==> src/rtl/gc_sched_pkg.sv <==
// gc_sched_pkg: shared types and constants for the garbled-gate scheduler
// FREE_XOR_SKIP_EN: when defined, XOR/XNOR gates write back a label but produce no table.
package gc_sched_pkg;
  localparam int GC_S = 20;
  localparam int GC_K = 128;
  localparam int GC_A = 10;
  localparam int GC_NR_AES = 10;
  localparam logic [3:0] G_XOR = 4'b0110;
  localparam logic [3:0] G_XNOR = 4'b1001;
  typedef enum logic [1:0] {IDLE, RUN, DRAIN, DONE} state_t;
  typedef struct packed {
    logic valid;
    logic [GC_A-1:0] out_addr;
    logic [GC_S-1:0] gid;
    logic [3:0] g_logic;
  } infl_t;
  function automatic logic needs_table(infl_t e);
`ifdef FREE_XOR_SKIP_EN
    return e.valid && e.g_logic != G_XOR && e.g_logic != G_XNOR;
`else
    return e.valid;
`endif
  endfunction
endpackage

==> src/rtl/gc_table_fifo.sv <==
// gc_table_fifo: first-word-fall-through FIFO of garbled tables with occupancy count
// ports: push/wdata write side, pop/rdata head (valid while count != 0), count occupancy
module gc_table_fifo #(
  parameter int D = 16,
  parameter int W = 8
) (
  input  logic             clk,
  input  logic             rst,
  input  logic             push,
  input  logic [W-1:0]     wdata,
  input  logic             pop,
  output logic [W-1:0]     rdata,
  output logic [$clog2(D):0] count
);
  localparam int AW = $clog2(D);
  logic [W-1:0] mem [D];
  logic [AW-1:0] wp, rp;
  assign rdata = mem[rp];
  always_ff @(posedge clk) begin
    if (rst) begin
      wp <= '0;
      rp <= '0;
      count <= '0;
    end else begin
      wp <= wp + AW'(push);
      rp <= rp + AW'(pop);
      count <= count + (AW+1)'(push) - (AW+1)'(pop);
    end
  end
  always_ff @(posedge clk) if (push) mem[wp] <= wdata;
  assert property (@(posedge clk) disable iff (rst) !(push && !pop && count == (AW+1)'(D)));
endmodule

==> src/rtl/gc_gate_scheduler.sv <==
// gc_gate_scheduler: issues garbled gates to the GC engine, writes labels back, streams tables
// ports: start/cid_in/num_gates/busy/done run control; gate_* descriptor stream (valid/ready);
//        lbl_* wire-label RAM (1-cycle read); eng_* GC engine (latency LAT); tbl_* table stream.
// FREE_XOR_SKIP_EN: when defined, XOR/XNOR gates push no table and take no FIFO credit.
module gc_gate_scheduler
  import gc_sched_pkg::*;
#(
  parameter int S = GC_S,
  parameter int K = GC_K,
  parameter int A = GC_A,
  parameter int LAT = GC_NR_AES + 1,
  parameter int D = 16
) (
  input  logic         clk,
  input  logic         rst,
  input  logic         start,
  input  logic [S-1:0] cid_in,
  input  logic [S-1:0] num_gates,
  output logic         busy,
  output logic         done,
  input  logic         gate_valid,
  output logic         gate_ready,
  input  logic [A-1:0] gate_in0_addr,
  input  logic [A-1:0] gate_in1_addr,
  input  logic [A-1:0] gate_out_addr,
  input  logic [3:0]   gate_logic,
  output logic [A-1:0] lbl_rd_addr0,
  output logic [A-1:0] lbl_rd_addr1,
  input  logic [K-1:0] lbl_rd_data0,
  input  logic [K-1:0] lbl_rd_data1,
  output logic         lbl_wr_en,
  output logic [A-1:0] lbl_wr_addr,
  output logic [K-1:0] lbl_wr_data,
  output logic [S-1:0] eng_cid,
  output logic [S-1:0] eng_gid,
  output logic [3:0]   eng_g_logic,
  output logic [K-1:0] eng_in0_label,
  output logic [K-1:0] eng_in1_label,
  input  logic [K-1:0] eng_t0,
  input  logic [K-1:0] eng_t1,
  input  logic [K-1:0] eng_out_label,
  output logic         tbl_valid,
  input  logic         tbl_ready,
  output logic [S-1:0] tbl_gid,
  output logic [K-1:0] tbl_t0,
  output logic [K-1:0] tbl_t1
);
  localparam int FW = $clog2(D) + 1;
  localparam int CW = $clog2(D + LAT + 2) + 1;
  state_t state;
  logic [S-1:0] cid_q, n_q, issued, gid_q;
  infl_t pipe [LAT+1];
  infl_t wb;
  logic hazard, any_infl, accept;
  logic [CW-1:0] credits;
  logic [FW-1:0] fifo_cnt;
  logic [S+2*K-1:0] head;
  assign wb = pipe[LAT];
  assign accept = gate_valid && gate_ready;
  assign busy = state != IDLE;
  // credits: tables that will land in the FIFO; the engine cannot stall, so reserve space at issue
  assign gate_ready = state == RUN && !hazard && CW'(fifo_cnt) + credits + CW'(1) <= CW'(D);
  assign lbl_rd_addr0 = accept ? gate_in0_addr : '0;
  assign lbl_rd_addr1 = accept ? gate_in1_addr : '0;
  assign eng_cid = cid_q;
  assign eng_gid = gid_q;
  assign eng_g_logic = pipe[0].g_logic;
  assign eng_in0_label = pipe[0].valid ? lbl_rd_data0 : '0;
  assign eng_in1_label = pipe[0].valid ? lbl_rd_data1 : '0;
  assign lbl_wr_en = wb.valid;
  assign lbl_wr_addr = wb.out_addr;
  assign lbl_wr_data = wb.valid ? eng_out_label : '0;
  assign tbl_valid = fifo_cnt != '0;
  assign {tbl_gid, tbl_t0, tbl_t1} = tbl_valid ? head : '0;
  // hazard includes the writeback stage, so a dependent read lands the cycle after the write
  always_comb begin
    hazard = 1'b0;
    any_infl = 1'b0;
    credits = '0;
    for (int i = 0; i <= LAT; i++) begin
      hazard = hazard || (pipe[i].valid && (pipe[i].out_addr == gate_in0_addr || pipe[i].out_addr == gate_in1_addr));
      any_infl = any_infl || pipe[i].valid;
      credits = credits + CW'(needs_table(pipe[i]));
    end
  end
  always_ff @(posedge clk) begin
    if (rst) begin
      for (int i = 0; i <= LAT; i++) pipe[i] <= '0;
    end else begin
      pipe[0] <= accept ? infl_t'{valid: 1'b1, out_addr: gate_out_addr, gid: issued, g_logic: gate_logic} : '0;
      for (int i = 1; i <= LAT; i++) pipe[i] <= pipe[i-1];
    end
  end
  always_ff @(posedge clk) begin
    if (rst) begin
      state <= IDLE;
      done <= 1'b0;
      cid_q <= '0;
      n_q <= '0;
      issued <= '0;
      gid_q <= '0;
    end else begin
      done <= state == DONE;
      case (state)
        IDLE: if (start) begin
          cid_q <= cid_in;
          n_q <= num_gates;
          issued <= '0;
          state <= num_gates == '0 ? DONE : RUN;
        end
        RUN: if (accept) begin
          issued <= issued + S'(1);
          gid_q <= issued;
          if (issued == n_q - S'(1)) state <= DRAIN;
        end
        DRAIN: if (!any_infl && !tbl_valid) state <= DONE;
        DONE: state <= IDLE;
      endcase
    end
  end
  gc_table_fifo #(.D(D), .W(S + 2*K)) u_fifo (
    .clk(clk),
    .rst(rst),
    .push(needs_table(wb)),
    .wdata({wb.gid, eng_t0, eng_t1}),
    .pop(tbl_valid && tbl_ready),
    .rdata(head),
    .count(fifo_cnt)
  );
endmodule

==> config.mk <==
export PLATFORM = sky130hd
export DESIGN_NAME = gc_gate_scheduler
export DESIGN_NICKNAME = d
export VERILOG_FILES = /design/src/rtl/gc_sched_pkg.sv /design/src/rtl/gc_table_fifo.sv /design/src/rtl/gc_gate_scheduler.sv
export SDC_FILE = /design/constraint.sdc
export NUM_CORES = 2
export LEC_CHECK = 0
export ABC_CLOCK_PERIOD_IN_PS = 27600
export BUFFER_PORTS_ARGS = -buffer_cell sky130_fd_sc_hd__buf_2
export CAP_MARGIN = 20
export CORE_MARGIN = 4
export CORE_UTILIZATION = 50
export CTS_CLUSTER_SIZE = 12
export DETAILED_ROUTE_END_ITERATION = 16
export PLACE_DENSITY = 0.82
export SLEW_MARGIN = 10
export SYNTH_ARGS = -nofsm -noshare
export SYNTH_HDL_FRONTEND = slang
export SYNTH_MEMORY_MAX_BITS = 65536
export SYNTH_SLANG_ARGS = --single-unit
==> constraint.sdc <==
create_clock -name clk -period 27.6 [get_ports clk]
set_input_delay 4.14 -clock clk [delete_from_list [all_inputs] [get_ports clk]]
set_output_delay 4.14 -clock clk [all_outputs]
set_load 0.05 [all_outputs]
==> impl_metrics.tcl <==
set metrics [dict create \
    status "finished clean" \
    path_class "flop to output port" \
    synth_nets 9459 \
    place_inst 14700 \
    mostFrequentLayoutCell "edfxtp_1" \
    place_congestion 1.01 \
    clock_skew_ns 0.0761 \
    startpoint_type "flop" \
    cp.required_ns 23.46 \
    overflow 0 \
    remaining_drc_errors 0 \
    fin_tns_setup_ns 0 \
    cts_setup_buffers 0 \
    detail-route-antenna-nets 0 \
    vdd_drop_max_mv 0.0844 \
    grt.total_usage_pct 34.9 \
    place_hpwl_mm 414 \
    yosys.area_share.simple_pct 4.50 \
    core_um2 373000 \
    r2r_slack_ns 20.36 \
    cts_resized 0 \
    end_kind "output port" \
    antenna_found_initial 358 \
    finalNonFillerCells 16400 \
    routed_wl_mm 694 \
    io_buffers 1457 \
    finalSetupViolCount 0 \
    yosys.area.top_type "edfxtp_1" \
    ys_top_cells_by_area "edfxtp_1 (71%), mux4_2 (17%), dfxtp_1 (5.0%)" \
    clk_pin_slew_ns 0.06 \
    drt-initial-drc-count 16100 \
    die_area_um2 385000 \
    core.rowCount 224 \
    fin_crit_ns 11.51 \
    synth_cell_type_count 59 \
    relSlewSlack_pct 12.7 \
    drive_gt1_share_pct 33.9 \
    cp_max_fo 120 \
    synth-compound-area-share_pct 0.408 \
    async_reset_ff_share_pct 0 \
    drv_cap 0 \
    worstMarginPinSlew_ns 1.31 \
    hold_buffers 0 \
    layout.filler_cells 25800 \
    grt_max_degree 190 \
    synth_cells 8704 \
    boundaryPins 1458 \
    ys_seq_area_share_pct 75.7 \
    die_y_um 621 \
    muxShareOfSynthArea_pct 16.7 \
    synth_top_area_share_pct 70.6 \
    synthFlopType "edfxtp_1" \
    clock.fmax_ghz 0.0869 \
    ys_warn_count 0 \
    cts_root_buf "clkbuf_16" \
    start_util_pct 50.3 \
    cts.sinks 4888 \
    synth_area_um2 188000 \
    rsz0062_at_grt "false" \
    final_nets 11000 \
    clk_latency_ns 0.99 \
    final_max_slew_viol_count 0 \
    syn_area_per_cell_um2 21.6 \
    p_leak_nw 69.0 \
    mostFrequentLayoutCells "edfxtp_1 (4416), buf_2 (1456), mux4_2 (1380)" \
    area_growth_pct 15.5 \
    wl_per_cell_um 42.4 \
    min_period_over_period_pct 41.7 \
    powerDensity_nw_per_um2 87.3 \
    synth_seq_cells 4888 \
    grt_pass1_wl_mm 906 \
    crit_arrival_ns 7.37 \
    clockBufferDepth 4 \
    vias 104000 \
    synth_top_family_by_area "multiplexers" \
    cts_tree "built" \
    synth-edff-count 4416 \
    hp-class "flop to flop" \
    die_w_um 621 \
    synth_xor_area_share_pct 1.28 \
    grt_pass1_vias 101000 \
    routed_via_density 6.34 \
    htree_num_levels 5 \
    synth_fa_ha_area_share_pct 0.276 \
    first_pass_iters 6 \
    cts_buffers 476 \
    hold_viol_final 0 \
]
cells by family (layout without fill, tap and decap cells):
family                   count (synthesis)  after routing
other                                    0            908
adder cells (fa/ha/maj)                 36             36
XOR/XNOR                               274            274
AND/OR/NAND/NOR                       1418           1418
flip-flops                            4888           4888
AO/OA/AOI/OAI                          126            126
multiplexers                          1405           1405
buffers and inverters                  557           2355
synth_stat cells (3+ instances only):
| master | count |
|---|---|
| a21o_1 | 3 |
| a21oi_1 | 59 |
| a41oi_1 | 4 |
| and2_1 | 717 |
| and3_1 | 6 |
| buf_1 | 84 |
| buf_2 | 26 |
| buf_4 | 36 |
| clkbuf_1 | 374 |
| dfxtp_1 | 472 |
| edfxtp_1 | 4416 |
| fa_1 | 9 |
| ha_1 | 27 |
| inv_1 | 37 |
| mux2i_1 | 25 |
| mux4_2 | 1380 |
| nand2_1 | 103 |
| nand2b_1 | 6 |
| nand3_1 | 36 |
| nand4_1 | 60 |
| nor2_1 | 59 |
| nor2b_1 | 349 |
| nor3_1 | 33 |
| nor4_1 | 25 |
| o211ai_1 | 3 |
| o21ai_0 | 24 |
| o21ai_1 | 6 |
| o31ai_1 | 10 |
| or3_1 | 3 |
| or4_1 | 5 |
| xnor2_1 | 224 |
| xor2_1 | 50 |
final cells by class:
class,count,area [µm²],share of cell area (%)
Antenna cell,908,2270,1.05
Clock buffer,618,12600,5.79
Clock inverter,109,1180,0.546
Inverter,37,139,0.0641
Multi-Input combinational cell,3259,43600,20.1
Sequential cell,4888,142000,65.5
Tap cell,4972,6220,2.87
Timing Repair Buffer,1591,8780,4.05
through the flow:
step / worst slack, ns / util, % / area, µm² / total power, mW / hold slack (ns)
2_1_floorplan: 6.26 / - / 188000 / 11.6 / 0.414
3_3_place_gp: 16.75 / 53.8 / 201000 / 12.8 / 0.417
3_5_place_dp: 16.65 / 53.8 / 201000 / 12.9 / 0.420
4_1_cts: 15.52 / 57.5 / 214000 / 18.9 / 0.418
5_1_grt: 15.37 / 58.1 / 217000 / 19.5 / 0.436
6_report: 16.09 / 58.1 / 217000 / 18.9 / 0.417
layer usage:
| layer | share of wire [%] | GRT usage, % | vias to the layer above |
|---|---|---|---|
| li1 | - | - | 39200 |
| met1 | 27 | 35.6 | 53400 |
| met2 | 51 | 58.6 | 9098 |
| met3 | 10 | 9.06 | 2049 |
| met4 | 11 | 32.2 | 106 |
| met5 | 0.093 | 0 | - |
worst paths after layout:
kind	cells after the start	start	end
hold reg to reg	1	pipe[2][40]$_SDFF_PP0_	pipe[2][75]$_SDFF_PP0_
setup / recovery	10	u_fifo.rp[0]$_SDFF_PP0_	tbl_t0[77]
setup reg to reg	16	pipe[0][34]$_SDFF_PP0_	pipe[0][1]$_SDFF_PP0_
hold / removal	1	pipe[2][40]$_SDFF_PP0_	pipe[2][75]$_SDFF_PP0_
report_power, final:
group	leakage [nW]	switching (mW)	internal, mW	total, mW
logic	19.2	3.06	1.71	4.78
registers	43.2	0.0526	8.07	8.12
clock network	6.64	2.81	3.23	6.04
total	69.0	5.92	13.0	18.9
registers in the layout, summed over array words and instances, names as in the netlist:
register	cells
u_fifo.wp	4
eng_cid	20
u_fifo.count	5
pipe	376
state	2
u_fifo.rp	4
n_q	20
eng_gid	20
issued	20
done	1
u_fifo.mem	4416
critical path, stage by stage, from the launching register on:
cell,delay (ns)
dfxtp_4,0.88
buf_4,0.66
buf_4,0.86
buf_12,0.83
buf_4,0.53
buf_16,0.32
buf_4,0.60
mux4_2,0.59
mux4_2,0.50
and2_1,0.22
buf_2,0.22
Power figures use the tool's default switching activity.
